File: src/rtl/rf_pkg.sv
// Shared constants and types for the register-bank operand-fetch stage.
`timescale 1ns/1ps
package rf_pkg;

  localparam int unsigned DW   = 32;
  localparam int unsigned AW   = 5;
  localparam int unsigned NREG = 2 ** AW;

  typedef logic [AW-1:0] reg_addr_t;
  typedef logic [DW-1:0] reg_data_t;

endpackage

File: src/rtl/rf_scoreboard.sv
// Per-register busy bits: set on issue, cleared on writeback, set has priority.
`timescale 1ns/1ps
module rf_scoreboard
  import rf_pkg::*;
(
  input  logic            clk,
  input  logic            rst,
  input  logic            setEn,
  input  reg_addr_t       setAddr,
  input  logic            clrEn,
  input  reg_addr_t       clrAddr,
  input  reg_addr_t       lookAddr1,
  input  reg_addr_t       lookAddr2,
  input  reg_addr_t       lookAddr3,
  output logic [NREG-1:0] busy,
  output logic            look1,
  output logic            look2,
  output logic            look3
);

  logic [NREG-1:0] busyQ, busyD;

  // Clear first so a same-cycle set on the same register survives.
  always_comb begin
    busyD = busyQ;
    if (clrEn) busyD[clrAddr] = 1'b0;
    if (setEn) busyD[setAddr] = 1'b1;
  end

  always_ff @(posedge clk or negedge rst) begin
    if (!rst) begin
      busyQ <= '0;
    end else begin
      busyQ <= busyD;
    end
  end

  assign busy  = busyQ;
  assign look1 = busyQ[lookAddr1];
  assign look2 = busyQ[lookAddr2];
  assign look3 = busyQ[lookAddr3];

endmodule

File: src/rtl/regfile_operand_fetch.sv
// Operand-fetch stage: reads the bank, bypasses writeback, stalls on RAW/WAW
// hazards and owns the bank write port.
`timescale 1ns/1ps
module regfile_operand_fetch
  import rf_pkg::*;
(
  input  logic            clk,
  input  logic            rst,
  input  logic            iss_valid,
  output logic            iss_ready,
  input  reg_addr_t       iss_sr1,
  input  reg_addr_t       iss_sr2,
  input  reg_addr_t       iss_dr,
  output logic            op_valid,
  input  logic            op_ready,
  output reg_data_t       op_a,
  output reg_data_t       op_b,
  output reg_addr_t       op_dr,
  input  logic            wb_valid,
  input  reg_addr_t       wb_dr,
  input  reg_data_t       wb_data,
  output reg_addr_t       rf_sr1,
  output reg_addr_t       rf_sr2,
  output reg_addr_t       rf_dr,
  output reg_data_t       rf_wrData,
  output logic            rf_wr,
  input  reg_data_t       rf_rdData1,
  input  reg_data_t       rf_rdData2,
  output logic [NREG-1:0] busy_o,
  output logic            wb_err
);

  logic      opValidQ;
  reg_data_t opAQ, opBQ;
  reg_addr_t opDrQ;
  logic      wbErrQ;

  logic      busy1, busy2, busyD;
  logic      hit1, hit2, hitD;
  logic      raw1, raw2, waw;
  logic      accept;
  logic      wbSpurious;

  assign rf_sr1    = iss_sr1;
  assign rf_sr2    = iss_sr2;
  assign rf_dr     = wb_dr;
  assign rf_wrData = wb_data;
  assign rf_wr     = wb_valid & rst;

  rf_scoreboard u_scoreboard (
    .clk       (clk),
    .rst       (rst),
    .setEn     (accept),
    .setAddr   (iss_dr),
    .clrEn     (wb_valid),
    .clrAddr   (wb_dr),
    .lookAddr1 (iss_sr1),
    .lookAddr2 (iss_sr2),
    .lookAddr3 (iss_dr),
    .busy      (busy_o),
    .look1     (busy1),
    .look2     (busy2),
    .look3     (busyD)
  );

  // A writeback landing this edge resolves the hazard it would otherwise cause.
  assign hit1 = wb_valid && (wb_dr == iss_sr1);
  assign hit2 = wb_valid && (wb_dr == iss_sr2);
  assign hitD = wb_valid && (wb_dr == iss_dr);
  assign raw1 = busy1 && !hit1;
  assign raw2 = busy2 && !hit2;
  assign waw  = busyD && !hitD;

  assign iss_ready  = (!opValidQ || op_ready) && !raw1 && !raw2 && !waw;
  assign accept     = iss_valid && iss_ready;
  assign wbSpurious = wb_valid && !busy_o[wb_dr];

  always_ff @(posedge clk or negedge rst) begin
    if (!rst) begin
      opValidQ <= 1'b0;
      opAQ     <= '0;
      opBQ     <= '0;
      opDrQ    <= '0;
      wbErrQ   <= 1'b0;
    end else begin
      if (accept) begin
        opValidQ <= 1'b1;
        opAQ     <= hit1 ? wb_data : rf_rdData1;
        opBQ     <= hit2 ? wb_data : rf_rdData2;
        opDrQ    <= iss_dr;
      end else if (op_ready) begin
        opValidQ <= 1'b0;
      end
      if (wbSpurious) wbErrQ <= 1'b1;
    end
  end

  assign op_valid = opValidQ;
  assign op_a     = opAQ;
  assign op_b     = opBQ;
  assign op_dr    = opDrQ;
  assign wb_err   = wbErrQ;

endmodule

File: config.mk
export PLATFORM = sky130hd
export DESIGN_NAME = regfile_operand_fetch
export DESIGN_NICKNAME = d
export VERILOG_FILES = /design/src/rtl/rf_pkg.sv /design/src/rtl/rf_scoreboard.sv /design/src/rtl/regfile_operand_fetch.sv
export SDC_FILE = /design/constraint.sdc
export NUM_CORES = 1
export LEC_CHECK = 0
export CORE_MARGIN = 4
export CORE_UTILIZATION = 39
export DETAILED_ROUTE_END_ITERATION = 12
export PLACE_DENSITY = 0.82
export SYNTH_ARGS = -nofsm -noshare
export SYNTH_HDL_FRONTEND = slang
export SYNTH_SLANG_ARGS = --single-unit
File: constraint.sdc
create_clock -name clk -period 5.2 [get_ports clk]
set_clock_uncertainty 0.1 [all_clocks]
set_input_delay 1.04 -clock clk [delete_from_list [all_inputs] [get_ports clk]]
set_output_delay 1.04 -clock clk [all_outputs]
set_load 0.02 [all_outputs]
==> flow_summary.ini <==
[timing]
post-route-worst-setup-slack_ps = 221
setup_viol = 0
rsz0062_at_grt = no
tightest_slew_ps = 911
final_max_slew_viol_count = 0
fmax_ghz = 0.201
slew_headroom_pct = 39.3
fin_crit_ps = 4980
setup-tns-final_ps = 0
fin_crit_sh_pct = 95.8
hold_viol_final = 0

[grt]
grt_pass1_wl_mm = 33.9
grt_pass1_vias = 5662
grt_max_degree = 68
antenna_found_initial = 0
grt_usage_pct = 22.4
overflow = 0

[routing]
drt_wl_total_mm = 21.9
drcViolationCount = 0
vias = 5346
drt-initial-drc-count = 453
avgViaCountPerCell = 5.53
wire_per_inst_um = 22.7
dr.pass1.iters = 5
ant_nets = 0

[clocking]
clock_sinks = 103
post_cts_buffers = 0
clk_latency_ps = 350
path_clk_slew_ps = 70
cts_resized = 0
root_buffer = clkbuf_16
cts_tree = done
clock_path_buffers = 2
htree_levels = 3
postCtsHoldBufs = 0
numCtsBuffers = 9

[cells_and_area]
multi_input_area_um2 = 3490
diodes = 0
fin_nets = 862
mostFrequentLayoutCell = clkdlybuf4s50_1
layout_common_cells = clkdlybuf4s50_1 (271), dfrtp_1 (103), mux2_2 (89)
seqCellArea_um2 = 2580
area_delta_synth_final_pct = 42.8
fillers = 1359
final_layout_size_suffix_gt1_share_pct = 27.1

[critical_path]
r2r_end = u_scoreboard.busy[11]
critPathKind = in2out
cp_data_arrival_time_ps = 3840
crit_start = iss_dr[1]
critPathMaxFanout = 11
ff2ff_path_depth = 9
critical_path.endpoint = iss_ready
cp_data_required_time_ps = 4060
reg2reg_slack_ps = 1910
critPathLaunchType = primary input
r2r-start = u_scoreboard.busy[27]
crit_path_end_kind = primary output

[floorplan]
pin_count = 273
dieWidth_um = 139
dieArea_um2 = 19300
rows = 47
start_util_pct = 40.1
coreArea_um2 = 16600
chipHeight_um = 139

[placed_design]
place_ws_ps = 272
io_buffers = 272
gp_congestion = 0.922
hpwl_mm = 16.2

[yosys]
seq_area_frac_synth_pct = 38.7
avgSynthCellArea_um2 = 12.5
synth_area_um2 = 6670
syn_nets = 655
synth_cell_types = 38
yosysWarningCount = 0
synthCells = 534
synth-seq-cells = 103

[flow_run]
drv_cap = 0

[pwr]
power.leakage_nw = 3.89
vdd_ir_drop_max_mv = 0.202
power_density_nw_per_um2 = 370

[worst_hold_path]
hold_path_class = reg2reg

[run_status]
status = finished clean
-- final cells by class --
cell class                      instances  area share, %
Multi-Input combinational cell        336           36.6
Timing Repair Buffer                  290           30.2
Sequential cell                       103           27.1
Tap cell                              220           2.89
Clock buffer                           11           2.65
Clock inverter                          5          0.486
Inverter                                1         0.0394
-- worst min path at each step --
stage	startpoint	end	slack [ps]	cells past startpoint
after detailed placement	wb_err	wb_err	370	1
after floorplan	wb_err	wb_err	480	1
final	wb_err	wb_err	390	1
after global routing	wb_err	wb_err	410	1
after global placement	wb_err	wb_err	350	1
after CTS	wb_err	wb_err	390	1
-- flip-flops by register name, summed over array words and instances, names as in the netlist --
register           cells
op_valid               1
u_scoreboard.busy     32
op_a                  32
op_dr                  5
wb_err                 1
op_b                  32
-- cells in the mapped netlist --
master | instances | area, µm²
dfrtp_1 | 103 | 2580
mux2_2 | 89 | 1000
buf_4 | 50 | 375
mux2_4 | 47 | 706
o21ai_0 | 34 | 170
o31ai_1 | 32 | 240
mux2i_1 | 24 | 240
mux4_2 | 23 | 518
clkbuf_1 | 20 | 75.1
xor2_1 | 12 | 105
buf_2 | 10 | 50.1
nand3b_1 | 10 | 75.1
buf_1 | 7 | 26.3
buf_6 | 7 | 78.8
nand2b_1 | 7 | 43.8
o22ai_1 | 6 | 37.5
or3b_2 | 6 | 52.6
and3_1 | 5 | 31.3
nand2_1 | 5 | 18.8
nand3_1 | 5 | 25.0
nor2b_1 | 5 | 31.3
nor4_1 | 5 | 31.3
nor2_1 | 3 | 11.3
xnor2_1 | 3 | 26.3
o221ai_1 | 2 | 17.5
or3_1 | 2 | 12.5
a2111oi_0 | 1 | 8.76
a2111oi_1 | 1 | 10.0
a21oi_1 | 1 | 5.00
a311oi_1 | 1 | 8.76
and2_1 | 1 | 6.26
and4_1 | 1 | 8.76
inv_1 | 1 | 3.75
nand3_2 | 1 | 10.0
nor3_1 | 1 | 5.00
o2111ai_1 | 1 | 8.76
or2_2 | 1 | 6.26
or4_1 | 1 | 7.51
-- logic make-up after synthesis --
kind of cell,Yosys count,share of synthesized area [%]
compound gates,79,7.60
xor+xnor,15,1.97
buf+inv,95,9.14
flops,103,38.7
mux,183,37.0
simple gates,59,5.65
-- layer usage --
metal / track usage, % / up-vias / part of all wire [%]
li1: - / 2351 / -
met1: 27.8 / 2646 / 39
met3: 6.86 / 43 / 9.2
met2: 37.1 / 306 / 49
met4: 8.03 / 0 / 3.0
met5: 0 / - / 0
-- power by group --
| part | internal [mW] | leakage [nW] | switching (mW) |
|---|---|---|---|
| clock network | 0.360 | 0.149 | 0.325 |
| registers | 1.04 | 1.27 | 0.208 |
| logic | 0.882 | 2.47 | 0.712 |
-- metrics by stage --
| stage | hold slack, ps | std cells | area [µm²] | power, mW | utilization [%] |
|---|---|---|---|---|---|
| floorplan | 482 | 534 | 6670 | 2.05 | - |
| finish | 390 | 966 | 9520 | 3.53 | 57.2 |
| global route | 410 | 966 | 9520 | 3.69 | 57.2 |
| CTS | 386 | 966 | 9520 | 3.56 | 57.2 |
| detailed placement | 365 | 950 | 9230 | 2.85 | 55.4 |
| global placement | 353 | 950 | 9230 | 2.83 | 55.4 |
-- critical path: stages --
cell and delay, ps:
clkdlybuf4s50_1 860, buf_4 300, mux2i_1 240, o22ai_1 100, o21ai_0 140, o221ai_1 150
nand2_1 180, and4_1 210, clkdlybuf4s50_1 600
(Power assumes the default switching activity.)
